## src/rtl/botoes_pkg.sv

```systemverilog
// Shared definitions for the push-button input conditioner.
package botoes_pkg;

  // Per-channel debounce FSM states.
  typedef enum logic [1:0] {
    SOLTO      = 2'd0,
    CONF_PRESS = 2'd1,
    PRESO      = 2'd2,
    CONF_SOLTA = 2'd3
  } estado_t;

  // Button index constants (KEY order).
  localparam int unsigned BTN_A = 0;
  localparam int unsigned BTN_B = 1;
  localparam int unsigned BTN_C = 2;
  localparam int unsigned BTN_D = 3;

  function automatic int unsigned max_u(input int unsigned a, input int unsigned b);
    return (a > b) ? a : b;
  endfunction

endpackage

```

## src/rtl/debounce_canal.sv

```systemverilog
// One button channel: 2-FF synchronizer, debounce FSM, auto-repeat counter.
// All outputs are registered; raw_i is active-low (0 = pressed).
module debounce_canal
  import botoes_pkg::*;
#(
  parameter int unsigned DEBOUNCE_CYCLES = 500000,
  parameter int unsigned REPEAT_DELAY    = 25000000,
  parameter int unsigned REPEAT_PERIOD   = 5000000
) (
  input  logic clk_i,
  input  logic reset_i,
  input  logic raw_i,
  output logic level_o,
  output logic press_o,
  output logic release_o,
  output logic repeat_o
);

  localparam int unsigned CW = $clog2(DEBOUNCE_CYCLES) + 1;
  localparam int unsigned RW = $clog2(max_u(REPEAT_DELAY, REPEAT_PERIOD)) + 1;

  localparam logic [CW-1:0] CNT_ONE    = CW'(1);
  localparam logic [CW-1:0] CNT_LAST   = CW'(DEBOUNCE_CYCLES - 1);
  localparam logic [RW-1:0] REP_ONE    = RW'(1);
  localparam logic [RW-1:0] REP_DELAY  = RW'(REPEAT_DELAY);
  localparam logic [RW-1:0] REP_PERIOD = RW'(REPEAT_PERIOD);

  logic          s1_q, s2_q;
  estado_t       estado_q, estado_d;
  logic [CW-1:0] cnt_q, cnt_d;
  logic [RW-1:0] rep_q, rep_d;
  logic          level_q, level_d;
  logic          press_q, press_d;
  logic          release_q, release_d;
  logic          repeat_q, repeat_d;

  // State, counters, synchronizer and output registers.
  always_ff @(posedge clk_i) begin
    if (reset_i) begin
      s1_q      <= 1'b1;
      s2_q      <= 1'b1;
      estado_q  <= SOLTO;
      cnt_q     <= '0;
      rep_q     <= '0;
      level_q   <= 1'b1;
      press_q   <= 1'b0;
      release_q <= 1'b0;
      repeat_q  <= 1'b0;
    end else begin
      s1_q      <= raw_i;
      s2_q      <= s1_q;
      estado_q  <= estado_d;
      cnt_q     <= cnt_d;
      rep_q     <= rep_d;
      level_q   <= level_d;
      press_q   <= press_d;
      release_q <= release_d;
      repeat_q  <= repeat_d;
    end
  end

  // Next-state, counter updates and one-cycle pulse generation.
  always_comb begin
    estado_d  = estado_q;
    cnt_d     = cnt_q;
    rep_d     = rep_q;
    level_d   = level_q;
    press_d   = 1'b0;
    release_d = 1'b0;
    repeat_d  = 1'b0;
    case (estado_q)
      SOLTO: begin
        if (!s2_q) begin
          estado_d = CONF_PRESS;
          cnt_d    = CNT_ONE;
        end
      end
      CONF_PRESS: begin
        if (s2_q) begin
          estado_d = SOLTO;
          cnt_d    = '0;
        end else if (cnt_q >= CNT_LAST) begin
          estado_d = PRESO;
          level_d  = 1'b0;
          press_d  = 1'b1;
          repeat_d = 1'b1;
          rep_d    = REP_DELAY;
        end else if (cnt_q != '1) begin
          cnt_d = cnt_q + CW'(1);
        end
      end
      PRESO: begin
        // Release candidate takes priority: the repeat counter is frozen,
        // so a tick can never land on the same cycle as a release.
        if (s2_q) begin
          estado_d = CONF_SOLTA;
          cnt_d    = CNT_ONE;
        end else if (rep_q == REP_ONE) begin
          repeat_d = 1'b1;
          rep_d    = REP_PERIOD;
        end else if (rep_q != '0) begin
          rep_d = rep_q - RW'(1);
        end
      end
      CONF_SOLTA: begin
        if (!s2_q) begin
          estado_d = PRESO;
        end else if (cnt_q >= CNT_LAST) begin
          estado_d  = SOLTO;
          level_d   = 1'b1;
          release_d = 1'b1;
          cnt_d     = '0;
        end else if (cnt_q != '1) begin
          cnt_d = cnt_q + CW'(1);
        end
      end
      default: estado_d = SOLTO;
    endcase
  end

  assign level_o   = level_q;
  assign press_o   = press_q;
  assign release_o = release_q;
  assign repeat_o  = repeat_q;

endmodule

```

## src/rtl/entrada_botoes.sv

```systemverilog
// Input conditioner for the KEY push-buttons: one debounce channel per key.
module entrada_botoes
  import botoes_pkg::*;
#(
  parameter int unsigned N_BTN           = 4,
  parameter int unsigned DEBOUNCE_CYCLES = 500000,
  parameter int unsigned REPEAT_DELAY    = 25000000,
  parameter int unsigned REPEAT_PERIOD   = 5000000
) (
  input  logic             clk,
  input  logic             reset,
  input  logic [N_BTN-1:0] btn_raw,
  output logic [N_BTN-1:0] btn_level,
  output logic [N_BTN-1:0] btn_press,
  output logic [N_BTN-1:0] btn_release,
  output logic [N_BTN-1:0] btn_repeat
);

  for (genvar i = 0; i < N_BTN; i++) begin : g_canal
    debounce_canal #(
      .DEBOUNCE_CYCLES(DEBOUNCE_CYCLES),
      .REPEAT_DELAY   (REPEAT_DELAY),
      .REPEAT_PERIOD  (REPEAT_PERIOD)
    ) u_canal (
      .clk_i    (clk),
      .reset_i  (reset),
      .raw_i    (btn_raw[i]),
      .level_o  (btn_level[i]),
      .press_o  (btn_press[i]),
      .release_o(btn_release[i]),
      .repeat_o (btn_repeat[i])
    );
  end

endmodule

```

## config.mk

```make
export PLATFORM = sky130hd
export DESIGN_NAME = entrada_botoes
export DESIGN_NICKNAME = d
export VERILOG_FILES = /design/src/rtl/botoes_pkg.sv /design/src/rtl/debounce_canal.sv /design/src/rtl/entrada_botoes.sv
export SDC_FILE = /design/constraint.sdc
export NUM_CORES = 1
export LEC_CHECK = 0
export ABC_AREA = 1
export BUFFER_PORTS_ARGS = -buffer_cell sky130_fd_sc_hd__buf_2
export CORE_MARGIN = 2
export CORE_UTILIZATION = 23
export CTS_BUF_LIST = sky130_fd_sc_hd__clkbuf_2 sky130_fd_sc_hd__clkbuf_4 sky130_fd_sc_hd__clkbuf_8
export DETAILED_ROUTE_END_ITERATION = 7
export GPL_TIMING_DRIVEN = 0
export PLACE_DENSITY = 0.38
export SYNTH_ARGS = -nofsm -noshare
export SYNTH_HDL_FRONTEND = slang
export SYNTH_SLANG_ARGS = --single-unit
```

## constraint.sdc

```tcl
create_clock -name clk -period 2.4 [get_ports clk]
set_input_delay 0.12 -clock clk [delete_from_list [all_inputs] [get_ports clk]]
set_output_delay 0.12 -clock clk [all_outputs]
set_load 0.02 [all_outputs]
```

==> qor.log <==
[outcome] result of the run completed
[placement] global placement routability congestion 0.856
[sta] RSZ-0062 raised after global routing false
[drt] average wire per cell in the routed design 14.3 um
[global_routing] maximum number of pins on one net before global-route repair 14
[worst_setup_path] delay of the slowest critical-path stage 420 ps
[sta] min Tclk post-route 2240 ps
[yosys] Yosys top cell area share 28.4%
[yosys] total nets after synthesis 2521
[clock_tree] insertion delay of the later-clocked pin in the worst-skew pair 650 ps
[yosys] top cell types by occurrence after synthesis sky130_fd_sc_hd__nand2_1, sky130_fd_sc_hd__nor2_1, sky130_fd_sc_hd__inv_1
[floorplanning] area of the die 68200 um2
[floorplanning] io pins 22
[worst_setup_path] required arrival time at the worst endpoint 2960 ps
[global_routing] Total GRT Usage 14.6%
[worst_setup_path] CP cell instances inv_1, ha_1, nand2_1, nor2_1, nand3_1, or2_2, nand4_1, nand2_2, a21oi_2
[power] reported leakage power 0.00766 uW
[global_routing] initial antenna violation count 2
[worst_setup_path] cell with the largest stage delay on the worst path sky130_fd_sc_hd__nor2_1
[global_routing] Overflow after GRT 0
[sta] clk_skew 40.9 ps
[final_layout] layout cell share with drive strength beyond 1 12.1%
[clock_tree] clk sink count 216
[yosys] gate count of the mapped netlist 2483
[drt] met3 WL post-DR 1.80 mm
[clock_tree] CTS tree built
[worst_setup_path] crit-path leading delay family simple AND/OR/NAND/NOR gates
[floorplanning] initial core utilization 23.2%
[drt] via count 15.3k
[final_layout] layout overhead on the synthesized area 14.6%
[global_routing] vias in the first global route 14.7k
[yosys] multiplexer share of the synthesized area 0%
[floorplanning] Horiz. Die Dim 261 um
[job] count of max-cap constraint violations 0
[yosys] compound-gate portion of the synthesized area 9.57%
[placement] quantity of I/O buffers inserted on ports 20
[sta] Fmax achieved 0.446 GHz
[worst_setup_path] Arr. time, crit path 2800 ps
[min_path] path type of the worst min-delay path input pin to flip-flop
[yosys] number of warning messages in the yosys log 0
[yosys] post-synthesis instance area 15200 um2
[sta] Worst Tran Pin Value 1220 ps
[clock_tree] maximum clock path buffer count 3
[yosys] proportion of synthesized flip-flops having asynchronous set or reset 0%
[drt] sum of met2 wire segment lengths after detailed routing 21.9 mm
[clock_tree] number of levels the H-tree was split into 2
[sta] max-slew violation count 0
[yosys] Cell variety after synth 51
[drt] uppermost signal routing layer after detailed routing met4
[final_layout] layout net count 2596
[drt] # DRC 0
[worst_setup_path] sort of element at the start of the critical path flip-flop
[power] maximum ir drop on the vdd rail 0.489 mV
[floorplanning] row count 94
[drt] drt first-iter violations 762
[drt] detailed-route wire length on metal 1 24.7 mm
[placement] HPWL after DPL 36.9 mm
[yosys] register area share after synthesis 28.4%
[yosys] Seq cells post-synth 216
[floorplanning] DIE HEIGHT 261 um
[sta] portion of the clock cycle consumed by the worst path in the final layout 93.5%
[yosys] most numerous cell in the Yosys netlist sky130_fd_sc_hd__nand2_1
[sta] Final Setup Violations 0
[power] ratio of total power to cell area 1380 nW/um2
[yosys] largest cells by area after synthesis sky130_fd_sc_hd__dfxtp_1, sky130_fd_sc_hd__nand2_1, sky130_fd_sc_hd__nor2_1
[clock_tree] clock buffers created by TritonCTS 47
[worst_setup_path] CP Max Fanout 6
[floorplanning] area inside the core boundary 65600 um2
[power] overall power after layout 24000 uW
[yosys] dominant combinational cell family by area after synthesis simple AND/OR/NAND/NOR gates
[clock_tree] CTS root buffer sky130_fd_sc_hd__clkbuf_8
[yosys] synthesized-area fraction occupied by xor and xnor cells 3.57%
[sta] Setup TNS 0 ps
[final_layout] Multi-input gate area 9290 um2
[worst_setup_path] type of destination of the critical path flip-flop
[yosys] Synth Flop Type sky130_fd_sc_hd__dfxtp_1
[final_layout] antenna diode count 0
[worst_setup_path] CP Class flip-flop to flip-flop
[yosys] number of flops mapped to enable cells by yosys 0
[sta] hold violation total from the final report 0
[yosys] post-synthesis adder-cell area fraction 2.63%
[drt] number of vias per cell after detailed routing 4.41
[final_layout] area used by sequential logic in the layout 4330 um2
[yosys] mean instance size in the synthesized netlist 6.13 um2
[sta] Slew HR 18.8%
[yosys] library cell occupying the most area in the post-synthesis netlist sky130_fd_sc_hd__dfxtp_1
[final_layout] number of inserted filler cells in the final layout 7471
[worst_setup_path] Buf+Inv Stages, Crit Path 1
[global_routing] first-pass GRT wire length 80.0 mm
[drt] first drt pass iteration count 5
[clock_tree] CTS clk-pin slew, worst paths 60 ps
[drt] detailed-route wire length 49.5 mm
[drt] remaining number of nets flagged by the antenna check after routing 0
[yosys] synthesized-area fraction occupied by and/or/nand/nor cells 45.3%
[power breakdown]
part	switching, uW	leakage, uW	total, uW	internal [uW]
Sequential	1000	0.00176	5470	4470
Combinational	9500	0.00537	14200	4740
Clock	1890	0.000535	4290	2390
Total	12400	0.00766	24000	11600
[cells by family after synthesis]
kind of cell,count (synthesis)
AND/OR/NAND/NOR,1572
buffers and inverters,350
AO/OA/AOI/OAI,251
flip-flops,216
XOR/XNOR,62
adder cells (fa/ha/maj),32
[placed cells by master (no fill, tap or decap), types with 39 or more instances in the layout]
cell type and n:
sky130_fd_sc_hd__a21oi_1 108, sky130_fd_sc_hd__xor2_1 55, sky130_fd_sc_hd__nand2_1 701, sky130_fd_sc_hd__dfxtp_1 215, sky130_fd_sc_hd__nand2_2 39, sky130_fd_sc_hd__nor3_1 51
sky130_fd_sc_hd__nand4_1 73, sky130_fd_sc_hd__clkbuf_8 60, sky130_fd_sc_hd__nand3_1 176, sky130_fd_sc_hd__nor2_1 451, sky130_fd_sc_hd__o21ai_0 82, sky130_fd_sc_hd__inv_1 248
[layout make-up]
type / instances / share of cell area [%]
repair buffers: 26 / 0.890
multi-input cells: 1917 / 53.3
well taps: 864 / 6.20
clock buffers: 71 / 5.14
inverters: 269 / 5.79
plain buffers: 81 / 3.36
flip-flops and latches: 216 / 24.8
clock inverters: 14 / 0.481
[through the flow]
step                worst slack (ps)  std cells  utilization, %  instance area, um2  hold WS (ps)
finish                           157       3458            26.6               17400          67.6
global route                    8.28       3458            26.6               17400          40.5
CTS                              101       3456            26.5               17400          46.7
detailed placement              73.3       3367            25.0               16400           360
global placement                 128       3367            25.0               16400           364
floorplan                        535       2483               -               15200           224
[final timing paths]
check / from / to / slack, ps / depth (start not counted)
worst max-delay path: g_canal[2].u_canal.rep_q[0] / g_canal[2].u_canal.rep_q[22] / 160 / 9
worst min-delay path: reset / g_canal[3].u_canal.s2_q / 70 / 3
worst max register to register: g_canal[2].u_canal.rep_q[0] / g_canal[2].u_canal.rep_q[22] / 160 / 9
worst min register to register: g_canal[2].u_canal.s1_q / g_canal[2].u_canal.s2_q / 410 / 1
[state kept, by name (all words and copies together), names as in the netlist, named ones only]
register and cells:
g_canal.u_canal.cnt_q 80, g_canal.u_canal.s1_q 4, g_canal.u_canal.press_o 4, g_canal.u_canal.estado_q 4, g_canal.u_canal.release_o 4, g_canal.u_canal.rep_q 104, g_canal.u_canal.level_o 4, g_canal.u_canal.s2_q 4
g_canal.u_canal.repeat_o 4
[timing repair]
| action | 4_1_cts | 5_1_grt |
|---|---|---|
| hold endpoints to repair | 4 | 0 |
| buffers inserted | 0 | 2 |
| setup endpoints to repair | 0 | 10 |
| hold buffers | 4 | 0 |
| gates resized for setup | 0 | 1 |
[routing by layer]
| layer | vias up | track usage [%] |
|---|---|---|
| li1 | 8036 | - |
| met1 | 6925 | 19.8 |
| met2 | 225 | 23.9 |
| met3 | 73 | 2.51 |
| met4 | 0 | 3.88 |
| met5 | - | 0 |
[worst reg2reg max path, cell delays in order (launching register included)]
cell and delay [ps]:
sky130_fd_sc_hd__dfxtp_1 340, sky130_fd_sc_hd__inv_1 110, sky130_fd_sc_hd__ha_1 300, sky130_fd_sc_hd__nand2_1 230, sky130_fd_sc_hd__nor2_1 420, sky130_fd_sc_hd__nand3_1 220
sky130_fd_sc_hd__or2_2 310, sky130_fd_sc_hd__nand4_1 80, sky130_fd_sc_hd__nand2_2 70, sky130_fd_sc_hd__a21oi_2 100
Note: power is estimated with default switching activity, not from simulation.
